<file path="src/rtl/arm_control_unit.sv">
// Multi-cycle microsequencer for the ARM datapath: fetch, decode, condition check and
// execute for data-processing, immediate-offset LDR/STR(B) and B/BL, with a MFC watchdog.
module arm_control_unit #(
    parameter int MFC_TIMEOUT = 16
) (
    input  logic        CLK,
    input  logic        CLR,
    input  logic [31:0] IR,
    input  logic        MFC,
    input  logic [3:0]  Flags,
    output logic        MFA,
    output logic        RW_RAM,
    output logic        SALU,
    output logic        RF_CLR,
    output logic        RF_RW,
    output logic        SSAB,
    output logic        SSOP,
    output logic        SMA,
    output logic        STA,
    output logic        MAR_EN,
    output logic        SR_EN,
    output logic        SE_EN,
    output logic        MDR_EN,
    output logic        SHT_EN,
    output logic        IR_EN,
    output logic        SGN_EN,
    output logic [1:0]  DataSize,
    output logic [1:0]  WRA,
    output logic [1:0]  SRA,
    output logic [1:0]  SRB,
    output logic [1:0]  SISE,
    output logic [1:0]  SALUB,
    output logic [3:0]  ALUA,
    output logic        FAULT,
    output logic [4:0]  STATE
);

    localparam logic [4:0] S_RESET  = 5'd0;
    localparam logic [4:0] S_FETCH1 = 5'd1;
    localparam logic [4:0] S_FETCH2 = 5'd2;
    localparam logic [4:0] S_FWAIT  = 5'd3;
    localparam logic [4:0] S_LOADIR = 5'd4;
    localparam logic [4:0] S_DECODE = 5'd5;
    localparam logic [4:0] S_DP     = 5'd6;
    localparam logic [4:0] S_LSADDR = 5'd7;
    localparam logic [4:0] S_LDREQ  = 5'd8;
    localparam logic [4:0] S_LDWAIT = 5'd9;
    localparam logic [4:0] S_LDWB   = 5'd10;
    localparam logic [4:0] S_STDATA = 5'd11;
    localparam logic [4:0] S_STREQ  = 5'd12;
    localparam logic [4:0] S_STWAIT = 5'd13;
    localparam logic [4:0] S_BL     = 5'd14;
    localparam logic [4:0] S_BR     = 5'd15;
    localparam logic [4:0] S_FAULT  = 5'd31;

    localparam logic [3:0] ALU_ADD = 4'b0100;
    localparam logic [3:0] ALU_SUB = 4'b0010;
    localparam logic [3:0] ALU_MOV = 4'b1101;

    localparam logic [7:0] WD_LAST = 8'(MFC_TIMEOUT - 1);

    logic [4:0] state_q, state_d;
    logic [7:0] wdog_q, wdog_d;
    logic [1:0] ls_size;
    logic       unused_ir;

    assign unused_ir = ^{IR[21], IR[19:0]};
    assign ls_size   = IR[22] ? 2'b00 : 2'b10;
    assign STATE     = state_q;

    // ARM condition field against {N,Z,C,V}
    function automatic logic cond_pass(input logic [3:0] cond, input logic [3:0] f);
        logic n, z, c, v;
        {n, z, c, v} = f;
        case (cond)
            4'h0: cond_pass = z;
            4'h1: cond_pass = ~z;
            4'h2: cond_pass = c;
            4'h3: cond_pass = ~c;
            4'h4: cond_pass = n;
            4'h5: cond_pass = ~n;
            4'h6: cond_pass = v;
            4'h7: cond_pass = ~v;
            4'h8: cond_pass = c & ~z;
            4'h9: cond_pass = ~c | z;
            4'hA: cond_pass = (n == v);
            4'hB: cond_pass = (n != v);
            4'hC: cond_pass = ~z & (n == v);
            4'hD: cond_pass = z | (n != v);
            4'hE: cond_pass = 1'b1;
            default: cond_pass = 1'b0;
        endcase
    endfunction

    always_ff @(posedge CLK) begin
        if (CLR) begin
            state_q <= S_RESET;
            wdog_q  <= '0;
        end else begin
            state_q <= state_d;
            wdog_q  <= wdog_d;
        end
    end

    // The watchdog sits at zero outside wait states, so every wait state is entered cleared.
    always_comb begin
        state_d = state_q;
        wdog_d  = '0;
        case (state_q)
            S_RESET:  state_d = S_FETCH1;
            S_FETCH1: state_d = S_FETCH2;
            S_FETCH2: state_d = S_FWAIT;
            S_FWAIT, S_LDWAIT, S_STWAIT: begin
                if (MFC) begin
                    if (state_q == S_FWAIT)       state_d = S_LOADIR;
                    else if (state_q == S_LDWAIT) state_d = S_LDWB;
                    else                          state_d = S_FETCH1;
                end else if (wdog_q >= WD_LAST) begin
                    state_d = S_FAULT;
                end else begin
                    wdog_d = wdog_q + 8'd1;
                end
            end
            S_LOADIR: state_d = S_DECODE;
            S_DECODE: begin
                if (!cond_pass(IR[31:28], Flags))       state_d = S_FETCH1;
                else if (IR[27:26] == 2'b00)            state_d = S_DP;
                else if (IR[27:26] == 2'b01)            state_d = S_LSADDR;
                else if (IR[27:26] == 2'b10 && IR[25])  state_d = IR[24] ? S_BL : S_BR;
                else                                    state_d = S_FAULT;
            end
            S_DP:     state_d = S_FETCH1;
            S_LSADDR: state_d = IR[20] ? S_LDREQ : S_STDATA;
            S_LDREQ:  state_d = S_LDWAIT;
            S_LDWB:   state_d = S_FETCH1;
            S_STDATA: state_d = S_STREQ;
            S_STREQ:  state_d = S_STWAIT;
            S_BL:     state_d = S_BR;
            S_BR:     state_d = S_FETCH1;
            S_FAULT:  state_d = S_FAULT;
            default:  state_d = S_FAULT;
        endcase
    end

    always_comb begin
        MFA = 1'b0;     RW_RAM = 1'b0;  SALU = 1'b0;    RF_CLR = 1'b0;
        RF_RW = 1'b0;   SSAB = 1'b0;    SSOP = 1'b0;    SMA = 1'b0;
        STA = 1'b0;     MAR_EN = 1'b0;  SR_EN = 1'b0;   SE_EN = 1'b0;
        MDR_EN = 1'b0;  SHT_EN = 1'b0;  IR_EN = 1'b0;   SGN_EN = 1'b0;
        DataSize = 2'd0; WRA = 2'd0;    SRA = 2'd0;     SRB = 2'd0;
        SISE = 2'd0;    SALUB = 2'd0;   ALUA = 4'd0;    FAULT = 1'b0;
        case (state_q)
            S_RESET: RF_CLR = 1'b1;
            S_FETCH1: begin
                SRB = 2'd1; SSOP = 1'b1; SHT_EN = 1'b1; SALUB = 2'd3; ALUA = ALU_MOV;
                MAR_EN = 1'b1;
            end
            S_FETCH2: begin
                SRA = 2'd1; SALUB = 2'd1; ALUA = ALU_ADD; WRA = 2'd1; RF_RW = 1'b1;
                MFA = 1'b1; RW_RAM = 1'b1; DataSize = 2'b10;
            end
            S_FWAIT: begin
                MFA = 1'b1; RW_RAM = 1'b1; SMA = 1'b1; MDR_EN = 1'b1; DataSize = 2'b10;
            end
            S_LOADIR: IR_EN = 1'b1;
            // Compare/test opcodes (IR[24:23]=10) only update flags
            S_DP: begin
                SALU = 1'b1; SRB = 2'd3; SSOP = ~IR[25]; SE_EN = IR[25]; SHT_EN = 1'b1;
                STA = ~IR[25]; SALUB = 2'd3; RF_RW = (IR[24:23] != 2'b10); SR_EN = IR[20];
            end
            S_LSADDR: begin
                SE_EN = 1'b1; SISE = 2'b01; SALUB = 2'd3;
                ALUA = IR[23] ? ALU_ADD : ALU_SUB; MAR_EN = 1'b1;
            end
            S_LDREQ, S_LDWAIT: begin
                MFA = 1'b1; RW_RAM = 1'b1; SMA = 1'b1; MDR_EN = 1'b1; SGN_EN = 1'b1;
                DataSize = ls_size;
            end
            S_LDWB: begin
                SALUB = 2'd0; ALUA = ALU_MOV; RF_RW = 1'b1;
            end
            S_STDATA: begin
                SRB = 2'd2; SSOP = 1'b1; SHT_EN = 1'b1; SALUB = 2'd3; ALUA = ALU_MOV;
                MDR_EN = 1'b1;
            end
            S_STREQ, S_STWAIT: begin
                MFA = 1'b1; DataSize = ls_size;
            end
            S_BL: begin
                SRB = 2'd1; SSOP = 1'b1; SHT_EN = 1'b1; SALUB = 2'd3; ALUA = ALU_MOV;
                WRA = 2'd2; RF_RW = 1'b1;
            end
            S_BR: begin
                SRA = 2'd1; SALUB = 2'd2; ALUA = ALU_ADD; WRA = 2'd1; RF_RW = 1'b1;
            end
            S_FAULT: FAULT = 1'b1;
            default: ;
        endcase
    end

endmodule

</file>
<file path="config.mk">
export PLATFORM = sky130hd
export DESIGN_NAME = arm_control_unit
export DESIGN_NICKNAME = d
export VERILOG_FILES = /design/src/rtl/arm_control_unit.sv
export SDC_FILE = /design/constraint.sdc
export NUM_CORES = 1
export LEC_CHECK = 0
export CORE_MARGIN = 2
export CORE_UTILIZATION = 36
export DETAILED_ROUTE_END_ITERATION = 8
export GPL_ROUTABILITY_DRIVEN = 0
export PLACE_DENSITY = 0.82
export SYNTH_ARGS = -nofsm -noshare
export SYNTH_HDL_FRONTEND = slang
export SYNTH_SLANG_ARGS = --single-unit
</file>
<file path="constraint.sdc">
create_clock -name CLK -period 2.47 [get_ports CLK]
set_input_delay 0.494 -clock CLK [delete_from_list [all_inputs] [get_ports CLK]]
set_output_delay 0.494 -clock CLK [all_outputs]
set_load 0.01 [all_outputs]
</file>
== After elaboration in Yosys (flattened, before gate mapping) ==
Index checks and enable logic that the tools add are counted.
W data, S select, Z words.
Storage, ports and cells
  register bits: 13
  bits in latches: 0
  bits in writable memories: 0
  memory bits (read-only): 0
  bits of input ports: 39
  word-level logic and storage cells: 110
  memories: 0
Operators by class
  $add $sub $neg: 1
  multipliers: 0
  divide/modulo/power cells: 0
  magnitude comparators: 1
  equal/unequal tests: 36
  shifts and indexed selects: 0
  mux-type cells: 38
  bitwise gates (word level): 10
  reduce and logical (&&, ||, !) cells: 22
Operators by type and width (count)
  $pmux W5 S11: 1
  $eq A5 B4 Y1 const B: 8
  $reduce_or A4 Y1: 8
  $mux W5: 6
  $eq A4 B4 Y1 const B: 7
  $eq A5 B3 Y1 const B: 4
  $mux W1: 17
  $eq A4 B3 Y1 const B: 4
  $pmux W1 S15: 1
  $pmux W2 S3: 2
  $pmux W4 S3: 1
  $eq A5 B2 Y1 const B: 2
  $reduce_or A2 Y1: 5
  $reduce_or A3 Y1: 3
  $add A8 B1 Y8 const B: 1
  $eq A4 B2 Y1 const B: 2
  $ge A8 B4 Y1 const B: 1
  $mux W4: 2
  $pmux W2 S2: 2
  $not A1 Y1: 6
  $pmux W1 S2: 3
  $reduce_or A6 Y1: 1
  $eq A5 B1 Y1 const B: 1
  $eq A5 B5 Y1 const B: 1
  16 further kinds: 19

== Depth between registers and ports, before layout ==
  word-level depth: 7
  mapped depth: 7

== Worst setup path after synthesis ==
No wires, ideal clock.
  kind: reg2out
  start point: register state_q[2] (netlist: STATE[2])
  end point: output port SSOP
  data arrival time: 1.515 ns
  data required time: 1.976 ns
  slack: 0.461 ns
  cell stages (with the launch flop): 6
  buffers on the path: 2
  cells stage by stage: dfxtp_1 -> clkbuf_1 -> clkbuf_1 -> nand3_1 -> o21bai_1 -> a21oi_1
Between the ends
  longest elaborated chain between the ends: 3
RTL lines
  from (decl): RTL line 62  | logic [4:0] state_q, state_d;
  from (signal assigned): RTL line 100  | state_q <= state_d;
  $eq A5 B4 Y1 or $eq A5 B1 Y1 (tied branches): RTL line 152  | case (state_q)
  $reduce_or A3 Y1 (no source line)
  $pmux W1 S2 (*): RTL line 152
  to (decl): RTL line 17  | output logic SSOP,
Mark *: on every way between the ends. The rest lies on a longest branch, timed or not.

== Worst setup path after layout ==
  start point: register state_q[0] (netlist: STATE[0])
  end point: output port MAR_EN
Between the ends
  longest elaborated chain between the ends: 3
RTL lines
  $eq A5 B3 Y1 or $eq A5 B1 Y1 (tied branches): RTL line 152
  $reduce_or A2 Y1 (no source line) (*)
  $mux W1 (*): RTL line 152
  to (decl): RTL line 20  | output logic MAR_EN,
Marked as above.

==> impl_results.rst <==
.. list-table::
   :header-rows: 1

   * - Metric
     - Value
   * - Run status
     - complete, no violations
   * - Biggest cell delay along the critical path
     - 590 ps
   * - Category of the critical setup timing path
     - flop to output port
   * - Hold buffer count at CTS
     - 0
   * - Maximum clock frequency
     - 420 MHz
   * - Relative contribution of combinational cells to total power
     - 73.2%
   * - Fraction of layout instances using a drive strength above 1
     - 14.5%
   * - Post-Syn Area per Cell
     - 6.97 µm²
   * - Detailed Place HPWL
     - 2720 µm
   * - Register-to-register setup slack
     - 590 ps
   * - Share of the clock period used by the worst path after layout
     - 96.4%
   * - Final hold viol count
     - 0
   * - Clock network power share
     - 8.2%
   * - CTS H-tree lvls
     - 1
   * - Core occupancy in the finished layout
     - 60.1%
   * - Depth of the most critical reg-to-reg path
     - 6
   * - Buffering stage count on the worst path with inverters included
     - 3
   * - Number of buffers on the longest clock path
     - 2
   * - Antenna violations before repair
     - 0
   * - Leakage Power
     - 0.813 nW
   * - Share of flip-flops with an asynchronous set or reset
     - 0%
   * - DRC marker count from the first detailed-route iteration
     - 56
   * - Most used standard cells in the synthesized netlist
     - a21oi_1, nor2_1, nand2_1, dfxtp_1, nor3_1
   * - Final setup viols
     - 0
   * - Root Buffer
     - clkbuf_4
   * - DR pass1 iterations
     - 4
   * - Critical path launch point type
     - flop
   * - Post-synth design cell area
     - 1180 µm²
   * - Post-Place Setup Slack
     - 59.2 ps
   * - Number of enable-type register cells in the synthesized netlist
     - 0
   * - Wire length reported by the detailed router
     - 3540 µm
   * - Cell count after synthesis
     - 169
   * - Stages on worst setup path
     - 4
   * - Cell-by-cell listing of the critical path
     - buf_4 -> clkinv_2 -> nor4_1 -> clkdlybuf4s50_1
   * - GRT overflow
     - 0
   * - Net switching fraction of the power
     - 42.1%
   * - Maximum net fanout on the critical path
     - 11
   * - CTS buffer count
     - 3
   * - Total routing resource utilization after global routing
     - 19.6%
   * - Overall power of the completed layout
     - 1.58 mW
   * - First-pass GRT wire length
     - 5590 µm
   * - Final instance count without filler cells
     - 272
   * - Starting utilization of the core area
     - 38.3%
   * - Crit path DAT
     - 1890 ps
   * - Proportion of synthesized chip area in sequential cells
     - 22.1%
   * - Vias in the first global route
     - 1,229
   * - Final worst setup slack
     - 88.9 ps
   * - Cell accounting for the most synthesized area
     - dfxtp_1
   * - Number of maximum-capacitance constraint violations
     - 0
   * - Height of the die
     - 61.2 µm
   * - Final nets
     - 269
   * - Start of the worst register-to-register path
     - STATE[0]
   * - Pin count of the biggest net entering global routing
     - 16
   * - CTS tree
     - done
   * - Die outline area
     - 3740 µm²
   * - Proportion of netlist area held by the largest area contributor
     - 22.1%
   * - DRC violation count after routing
     - 0
   * - Ports placed on the boundary
     - 77
   * - Final Critical Period
     - 2380 ps
   * - Top_reg_cell synth
     - dfxtp_1
   * - Core Region
     - 3080 µm²
   * - Slowest cell on the critical path
     - clkdlybuf4s50_1
   * - Clock Skew
     - 2.44 ps
   * - Internal cell power
     - 0.915 mW
   * - P_sw
     - 0.665 mW
   * - Worst setup startpoint
     - STATE[0]
   * - Required time worst endpoint
     - 1980 ps
   * - Capturing instance or port of the critical path
     - MAR_EN
   * - Unrepaired setup endpoints after global routing
     - false
   * - Detailed-route via count
     - 1,427
   * - CTS sink count
     - 13
   * - Warnings, synthesis
     - 0
   * - Portion of total power attributed to sequential cells
     - 18.6%
   * - Slew Limit Fails
     - 0
   * - Clock transition at the registers of the reported paths
     - 70 ps
   * - Depth of the worst hold-timing path
     - 1
   * - Cell family contributing the most delay on the critical path
     - buffers and inverters
   * - Die extent in x
     - 61.2 µm
   * - Post-route setup TNS
     - 0 ps
   * - Class of the most critical hold timing path
     - flop to flop
   * - Wire length per cell after detailed routing
     - 13.0 µm
   * - Total power divided by cell area
     - 854 nW/µm²
   * - Antenna cell count
     - 0
   * - # placed instances
     - 268
   * - Area growth syn-to-layout
     - 57.2%
   * - Clock insertion delay at the later pin of the skew report
     - 280 ps
   * - Number of flip-flops and latches in the synthesized netlist
     - 13
   * - Via density per instance
     - 5.25
   * - Endpoint of the worst register-to-register path
     - wdog_q[3]
   * - Top cells by area, synth
     - dfxtp_1, a21oi_1, nor2_1, nand2_1, nor3_1
   * - Number of distinct library cells after synthesis
     - 49
   * - Antenna viol nets, final
     - 0
   * - Critical path endpoint category
     - output port
   * - Number of buffer cells added on primary ports
     - 51
   * - Peak VDD IR
     - 0.407 mV
   * - Standard-cell rows
     - 20
-- cells in the final DEF (no fill, tap or decap), drive strengths merged, types with 2 or more instances in the layout --
| cell | count |
|---|---|
| clkdlybuf4s50 | 43 |
| nor2 | 19 |
| a21oi | 19 |
| nand2 | 16 |
| buf | 13 |
| dfxtp | 13 |
| nor3 | 9 |
| conb | 8 |
| o21ai | 7 |
| dlymetal6s2s | 7 |
| nand2b | 7 |
| nand3 | 5 |
| inv | 5 |
| xor2 | 4 |
| clkbuf | 4 |
| or3 | 3 |
| or2 | 3 |
| nor4 | 3 |
| o31ai | 3 |
| nor2b | 2 |
| and2 | 2 |
| o21a | 2 |
| nand3b | 2 |
| nor4bb | 2 |
| nor3b | 2 |
| a311oi | 2 |
| o211ai | 2 |
-- cells by family after synthesis --
logic type / Yosys count / synth area share [%]
xor+xnor: 5 / 3.72
compound gates: 47 / 27.5
other cells: 1 / 0.319
buf+inv: 22 / 9.56
flops: 13 / 22.1
fa+ha+maj: 1 / 1.06
simple gates: 79 / 34.9
mux: 1 / 0.850
-- through the flow --
stage          hold WS [ps]  area [µm²]
6_report                445        1850
2_1_floorplan           418        1200
3_5_place_dp            437        1780
5_1_grt                 482        1850
3_3_place_gp            430        1780
4_1_cts                 448        1820
-- power groups by stage --
stage	Sequential, mW	Clock, mW	Combinational, mW
CTS	0.286	0.138	1.16
finish	0.293	0.130	1.16
detailed placement	0.287	0	1.15
global placement	0.287	0	1.13
global route	0.300	0.148	1.24
floorplan	0.277	0	0.607
-- how the worst min path moves through the flow --
stage | start | end | slack (ps)
floorplan | wdog_q[0] | wdog_q[0] | 420
global placement | wdog_q[0] | wdog_q[0] | 430
detailed placement | wdog_q[0] | wdog_q[0] | 440
CTS | wdog_q[0] | wdog_q[0] | 450
global route | wdog_q[0] | wdog_q[0] | 480
finish | wdog_q[0] | wdog_q[0] | 440
-- what timing repair did --
item                                    4_1_cts  5_1_grt
setup buffers                                 0        0
resized for setup                             8       12
pin swaps                                     2        0
endpoints found under the setup margin       18       14
-- layer usage --
layer | GRT usage, % | vias up | wire length [µm] | part of all wire [%]
met5 | 0 | - | 0 | 0
met4 | 8.70 | 0 | 34 | 0.96
met3 | 2.10 | 4 | 253 | 7.2
met2 | 32.7 | 51 | 1720 | 49
met1 | 25.4 | 657 | 1530 | 43
li1 | - | 715 | - | -
-- final cells by class --
cell class | instances | area [µm²]
Fill cell | 294 | 1230
Multi-Input combinational cell | 141 | 848
Timing Repair Buffer | 64 | 628
Sequential cell | 13 | 269
Tap cell | 44 | 55.1
Clock buffer | 4 | 26.3
Inverter | 6 | 23.8
-- registers in the layout, summed over array words and instances, names as in the netlist --
signal and flops:
wdog_q 8, STATE 5
Note: power is estimated with default switching activity, not from simulation.
